--- config.mk ---
export PLATFORM = sky130hd
export DESIGN_NAME = load_extract_unit
export DESIGN_NICKNAME = d
export VERILOG_FILES = /design/src/rtl/load_extract_unit.sv
export SDC_FILE = /design/constraint.sdc
export NUM_CORES = 1
export LEC_CHECK = 0
export CORE_MARGIN = 2
export CORE_UTILIZATION = 40
export CTS_CLUSTER_DIAMETER = 200
export DETAILED_ROUTE_END_ITERATION = 6
export PLACE_DENSITY = 0.79
export SKIP_LAST_GASP = 1
export SYNTH_ARGS = -nofsm -noshare
export SYNTH_HDL_FRONTEND = slang
export SYNTH_SLANG_ARGS = --single-unit
--- constraint.sdc ---
create_clock -name clk -period 2.7 [get_ports clk]
set_input_delay 0.675 -clock clk [delete_from_list [all_inputs] [get_ports clk]]
set_output_delay 0.675 -clock clk [all_outputs]
set_load 0.01 [all_outputs]
--- src/rtl/load_extract_unit.sv ---
// load_extract_unit: MEM-stage load path. Issues one word read to a
// variable-latency data memory, stalls the pipeline until the data returns,
// then extracts, aligns and sign/zero-extends LB/LBU/LH/LHU/LW (little endian).
// Optional macro UNALIGNED_LOAD_EN adds LWL (type 5) and LWR (type 6).
module load_extract_unit #(
    parameter int unsigned TIMEOUT_CYCLES = 16,
    parameter int unsigned CNT_W          = 5
) (
    input  logic        clk,
    input  logic        rst_n,
    input  logic        load_req,
    input  logic [2:0]  load_type,
    input  logic [31:0] addr,
    input  logic [31:0] rt_old,
    input  logic        flush,
    output logic        mem_rd_en,
    output logic [31:0] mem_addr,
    input  logic        mem_rd_valid,
    input  logic [31:0] mem_rd_data,
    output logic        stall,
    output logic        load_done,
    output logic [31:0] load_data,
    output logic        addr_err,
    output logic        bus_err
);

    typedef enum logic [1:0] {
        IDLE,
        WAIT,
        DRAIN,
        DONE
    } state_t;

    localparam logic [CNT_W-1:0] CNT_LAST = CNT_W'(TIMEOUT_CYCLES - 1);

    state_t           state_q, state_d;
    logic [CNT_W-1:0] cnt_q, cnt_d;
    logic [2:0]       type_q;
    logic [1:0]       k_q;
    logic [31:0]      rt_q;

    logic             aligned;
    logic             accept;
    logic             timeout;
    logic             rd_en_d;
    logic             addr_err_d;
    logic             bus_err_d;
    logic             capture;
    logic [7:0]       byte_sel;
    logic [15:0]      half_sel;
    logic [31:0]      extract;

`ifndef UNALIGNED_LOAD_EN
    logic             unused_rt;
    assign unused_rt = ^rt_q;
`endif

    // Alignment check of the incoming request; undefined types count as misaligned
    always_comb begin
        aligned = 1'b0;
        case (load_type)
            3'd0, 3'd1: aligned = 1'b1;
            3'd2, 3'd3: aligned = ~addr[0];
            3'd4:       aligned = (addr[1:0] == 2'b00);
`ifdef UNALIGNED_LOAD_EN
            3'd5, 3'd6: aligned = 1'b1;
`endif
            default:    aligned = 1'b0;
        endcase
    end

    assign accept  = (state_q == IDLE) && load_req && !flush && aligned;
    // >= so that a flush on the last WAIT cycle still drains out in DRAIN
    assign timeout = (cnt_q >= CNT_LAST);
    assign stall   = accept || (state_q == WAIT) || (state_q == DRAIN);

    // Next-state and registered-pulse decode
    always_comb begin
        state_d    = state_q;
        cnt_d      = cnt_q;
        rd_en_d    = 1'b0;
        addr_err_d = 1'b0;
        bus_err_d  = 1'b0;
        capture    = 1'b0;
        case (state_q)
            IDLE: begin
                if (load_req && !flush) begin
                    if (aligned) begin
                        state_d = WAIT;
                        cnt_d   = '0;
                        rd_en_d = 1'b1;
                    end else begin
                        addr_err_d = 1'b1;
                    end
                end
            end
            WAIT: begin
                cnt_d = cnt_q + CNT_W'(1);
                if (flush) begin
                    state_d = mem_rd_valid ? IDLE : DRAIN;
                end else if (mem_rd_valid) begin
                    state_d = DONE;
                    capture = 1'b1;
                end else if (timeout) begin
                    state_d   = IDLE;
                    bus_err_d = 1'b1;
                end
            end
            DRAIN: begin
                cnt_d = cnt_q + CNT_W'(1);
                if (mem_rd_valid || timeout) begin
                    state_d = IDLE;
                end
            end
            DONE: begin
                state_d = IDLE;
            end
            default: begin
                state_d = IDLE;
            end
        endcase
    end

    // Byte/halfword lane selection and extension from the latched offset and type
    assign byte_sel = mem_rd_data[{k_q, 3'b000} +: 8];
    assign half_sel = k_q[1] ? mem_rd_data[31:16] : mem_rd_data[15:0];

    // Writeback value formation
    always_comb begin
        extract = mem_rd_data;
        case (type_q)
            3'd0: extract = {{24{byte_sel[7]}}, byte_sel};
            3'd1: extract = {24'h000000, byte_sel};
            3'd2: extract = {{16{half_sel[15]}}, half_sel};
            3'd3: extract = {16'h0000, half_sel};
            3'd4: extract = mem_rd_data;
`ifdef UNALIGNED_LOAD_EN
            3'd5: begin
                case (k_q)
                    2'd0:    extract = {mem_rd_data[7:0],  rt_q[23:0]};
                    2'd1:    extract = {mem_rd_data[15:0], rt_q[15:0]};
                    2'd2:    extract = {mem_rd_data[23:0], rt_q[7:0]};
                    default: extract = mem_rd_data;
                endcase
            end
            3'd6: begin
                case (k_q)
                    2'd0:    extract = mem_rd_data;
                    2'd1:    extract = {rt_q[31:24], mem_rd_data[31:8]};
                    2'd2:    extract = {rt_q[31:16], mem_rd_data[31:16]};
                    default: extract = {rt_q[31:8],  mem_rd_data[31:24]};
                endcase
            end
`endif
            default: extract = mem_rd_data;
        endcase
    end

    // FSM state, timeout counter and one-cycle control pulses
    always_ff @(posedge clk) begin
        if (!rst_n) begin
            state_q   <= IDLE;
            cnt_q     <= '0;
            mem_rd_en <= 1'b0;
            load_done <= 1'b0;
            addr_err  <= 1'b0;
            bus_err   <= 1'b0;
        end else begin
            state_q   <= state_d;
            cnt_q     <= cnt_d;
            mem_rd_en <= rd_en_d;
            load_done <= (state_d == DONE);
            addr_err  <= addr_err_d;
            bus_err   <= bus_err_d;
        end
    end

    // Request latching on accept and writeback capture on valid read data
    always_ff @(posedge clk) begin
        if (!rst_n) begin
            type_q    <= '0;
            k_q       <= '0;
            rt_q      <= '0;
            mem_addr  <= '0;
            load_data <= '0;
        end else begin
            if (accept) begin
                type_q   <= load_type;
                k_q      <= addr[1:0];
                rt_q     <= rt_old;
                mem_addr <= {addr[31:2], 2'b00};
            end
            if (capture) begin
                load_data <= extract;
            end
        end
    end

endmodule

* Word level (Yosys, flattened, before mapping)
Cells that the tools add are included. Widths: inputs -> output; s select.
Storage, ports and cells: bits in registers 78, input port bits 104, output and inout bits 69
Cells by class: muxes and demuxes 20, shift operators 1, bitwise operators 3, magnitude comparators 1, reductions and logical operators 19, add/subtract/negate cells 1, equality and inequality tests 13
Operator list (number):
- $pmux 32 s4 | 1
- $shiftx 32x6->8 | 1
- $mux 16 | 1
- $mux 2 | 7
- $eq 3x2->1 const B | 4
- $mux 5 | 2
- $pmux 5 s2 | 1
- $pmux 2 s4 | 1
- $eq 2x2->1 const B | 3
- $eq 3x1->1 const B | 2
- $logic_not 3->1 | 2
- $mux 1 | 6
- $reduce_and 3->1 | 2
- $reduce_or 2->1 | 3
- $add 5x1->5 const B | 1
- $ge 5x4->1 const B | 1
- $logic_and 1x1->1 | 4
- $logic_not 2->1 | 2
- $reduce_or 4->1 | 1
- $eq 3x3->1 const B | 1
- $logic_or 1x1->1 | 3
- $not 1->1 | 3
- $pmux 1 s3 | 1
- $eq 2x1->1 const B | 1
- 4 further kinds | 4

* Logic depth before layout (Yosys ltp)
Gate-level depths: netlist (run 1).
depth in word-level cells 7, gate-level depth with buffers 8, depth with buffers taken out 7

* Worst setup path after synthesis (run 1)
No wires, ideal clock.
path kind in2out, start in addr[0], end out stall, arrival 1925 ps, stages 5, path buffers 2, path slack 100 ps, required time 2025 ps, path through or4_4 a21bo_2 clkbuf_1 clkbuf_1 nand2_1
Between the ends: word-level cells in the longest chain between the ends 5, elaborated cells between the ends (all ways) 6, those cells by class mux: 1; bitwise: 1; reduce/logical: 4
Ends and longest elaborated chain:
- start: declaration | line 13 | input logic [31:0] addr,
- $logic_not 2->1 / $not 1->1 (equally long branches) | line 64, 63
- $pmux 1 s3 * | line 61 | case (load_type)
- $logic_and 1x1->1 * | line 72 | assign accept = (state_q == IDLE) && load_req && !flush && aligned;
- $logic_or 1x1->1 * (2 in series) | line 75 | assign stall = accept || (state_q == WAIT) || (state_q == DRAIN);
- end: declaration | line 20 | output logic stall,
Mark *: on every way between the ends. The rest lies on a longest branch, timed or not.

* Worst setup path after layout (run 1)
start in load_type[1], end out stall
Between the ends: word-level cells in the longest chain between the ends 6, elaborated cells between the ends (all ways) 11, those cells by class eq/ne: 4; mux: 1; reduce/logical: 6
Ends and longest elaborated chain:
- start: declaration | line 12 | input logic [2:0] load_type,
- $eq 3x2->1, or another cell as far along | line 61
- $reduce_or 2->1 | line 61
- $pmux 1 s3 * | line 61
- $logic_and 1x1->1 * | line 72
- $logic_or 1x1->1 * (2 in series) | line 75
Marked as above.

==> impl_results.md, run 1 <==
* First-pass GRT wire length at 17,400 µm
* Setup Viol. Count Final at 0
* Syn avg cell area at 8.17 µm²
* DRT Wirelength at 10,700 µm
* Top cell type's share of synthesized area at 43.9%
* Setup crit end kind: output port
* Hold Fails Final Rpt at 0
* CTS tree: built
* Post-synth EDFFs at 0
* Initial cell density of the core at 41.0%
* Die ar. at 9660 µm²
* Routed length per placed instance at 15.6 µm
* Detailed-route via count at 3,595
* Clock tree buffer depth at 2
* Sink Count at 78
* Max-slew violations at 0
* Antenna violations before repair at 0
* Grt ovf at 0
* Pre-antenna DRT Iters at 5
* Total Routing Usage GR at 22.0%
* Final Non-Filler Cells at 685
* Register area share after synthesis at 43.9%
* Worst hold path class: reg2reg
* Synth Instances at 435
* Clk_lat worst skew at 0.34 ns
* CP startpoint kind: primary input
* Pwr Total at 2790 µW
* Synth area leader: dfxtp_1
* Filler Cells Inserted at 765
* Worst vdd rail ir drop at 435 µV
* Fraction of layout cells with a size suffix above 1 at 10.6%
* Yosys warns at 0
* Post-synth ARST share at 0%
* RePlAce Congestion at 0.920
* Number of distinct library cells after synthesis at 45
* Final Skew at 0.00939 ns
* Die height at 98.3 µm
* Outcome: finished clean
* Post-route DRC at 0
* Required @ worst endpoint at 2.03 ns
* Vias/cell at 5.25
* Vias in the first global route at 3,566
* Max Fclk at 383 MHz
* Cell area power density at 522 nW/µm²
* Final nets at 683
* CTS buffer count at 9
* Critical setup path kind: in2out
* Setup Fix Bufs, Post-CTS at 0
* Ant. Diodes at 0
* Final period utilization at 96.6%
* Num rows at 34
* Static Leak at 0.00197 µW
* Synth Register Bits at 78
* Netlist Area Pre-Place at 3560 µm²
* Slew HR at 50.0%
* Final min period at 2.61 ns
* Layout overhead on the synthesized area at 50.5%
* Crit path DAT at 1.93 ns
* Top-count cell post-synth: nand2_1
* CTS root buffer: clkbuf_8
* H-tree depth at 3
* Util after Layout at 61.7%
* Clock Pin Slew Worst Setup and Hold Paths at 0.08 ns
* Port bufs at 138
* Synth area leaders: dfxtp_1 44%, nand2_1 12%, a21boi_0 7.6%
* DR iter-0 viols at 261
* IO Count at 173
* Largest net degree at the start of global routing at 37
* Post-DP HPWL at 7740 µm
* Die width at 98.3 µm
* Dpl cells at 669
* Largest fanout on the critical path at 2
* Top cells by count, synth: 117 x nand2_1, 78 x dfxtp_1, 36 x a21boi_0
* Max capacitance violation total at 0
* ANT nets after route at 0
* Worst slew pin tran at 0.748 ns
* Ys flop type: dfxtp_1
* Core Area at 8680 µm²
* RSZ-0062 raised after global routing: false
==> through the flow <==
| step | setup TNS (ns) | hold WS, ns | cell area (µm²) | setup WS (ns) |
|---|---|---|---|---|
| floorplan | 0 | 0.448 | 3560 | 0.100 |
| global placement | -0.715 | 0.449 | 5110 | -0.463 |
| detailed placement | -0.823 | 0.458 | 5110 | -0.465 |
| CTS | 0 | 0.468 | 5350 | 0.0252 |
| global route | 0 | 0.486 | 5350 | 0.0407 |
| finish | 0 | 0.465 | 5350 | 0.0912 |
==> cells in the final DEF (no fill, tap or decap), types with 7 or more instances in the layout <==
master,instances
nor3_1,8
clkbuf_8,10
o211ai_1,7
a31o_2,8
inv_1,14
o21ai_0,27
nor2_1,9
a21oi_1,29
ha_1,7
nand2_1,116
mux2i_1,7
buf_4,18
a21boi_0,36
mux2_2,8
nand3b_1,8
a221oi_1,8
clkdlybuf4s50_1,133
dfxtp_1,78
==> critical path: stages <==
cell and delay [ns]:
clkdlybuf4s50_1 0.43, or4_4 0.43, a21bo_4 0.23, nand2_2 0.07
buf_6 0.10
==> area by class of cell <==
cell class | count | area (µm²) | area share [%]
clock buffers | 10 | 138 | 2.57
clock inverters | 6 | 92.6 | 1.73
inverters | 14 | 52.6 | 0.982
multi-input cells | 311 | 1820 | 34.0
flip-flops and latches | 78 | 1560 | 29.2
well taps | 108 | 135 | 2.53
repair buffers | 158 | 1550 | 29.0
==> layer usage <==
layer | track usage (%) | vias up | wire length, µm
met5 | 0 | - | 0
met4 | 8.54 | 0 | 292
met3 | 5.51 | 20 | 641
met2 | 36.1 | 120 | 5260
met1 | 28.0 | 1689 | 4460
li1 | - | 1766 | -
==> power breakdown <==
group          total, µW  switching, µW  internal (µW)
Clock               1010            458            553
Combinational        537            239            298
Sequential          1250           37.7           1210
Total               2790            734           2060
==> flip-flops by register name (all words and copies together), names as in the netlist <==
| register | cells |
|---|---|
| mem_addr | 30 |
| load_done | 1 |
| state_q | 2 |
| bus_err | 1 |
| load_data | 32 |
| type_q | 3 |
| addr_err | 1 |
| cnt_q | 5 |
| k_q | 2 |
| mem_rd_en | 1 |
==> timing repair <==
item / 4_1_cts / 5_1_grt
resized for setup: 9 / 1
setup endpoints to repair: 1 / 1
pin swaps: 2 / 1
hold buffers: 0 / 0
==> path summary, 6_finish.rpt <==
| check | cells past startpoint | from | endpoint | slack, ns |
|---|---|---|---|---|
| hold reg to reg | 2 | mem_addr[6]$_SDFFE_PN0P_ | mem_addr[6]$_SDFFE_PN0P_ | 0.46 |
| hold / removal | 2 | mem_addr[6]$_SDFFE_PN0P_ | mem_addr[6]$_SDFFE_PN0P_ | 0.46 |
| setup / recovery | 5 | load_type[1] | stall | 0.09 |
| setup reg to reg | 4 | type_q[1]$_SDFFE_PN0P_ | load_data[5]$_SDFFE_PN0P_ | 0.77 |
==> cell families (layout without fill, tap and decap cells) <==
logic type	count (synthesis)	after routing	share of synthesized area (%)
mux	15	15	4.50
other cells	1	2	0.105
compound gates	127	127	23.9
simple gates	160	160	19.8
flops	78	78	43.9
buf+inv	47	188	5.28
fa+ha+maj	7	7	2.46
No activity file was read; power rests on OpenSTA's default activity.
==> run 2, diff against run 1 <==
CTS_CLUSTER_DIAMETER = 50   (was 200)
==> results of run 2 <==
No change in the layout: final DEF, timing and power equal those of run 1.
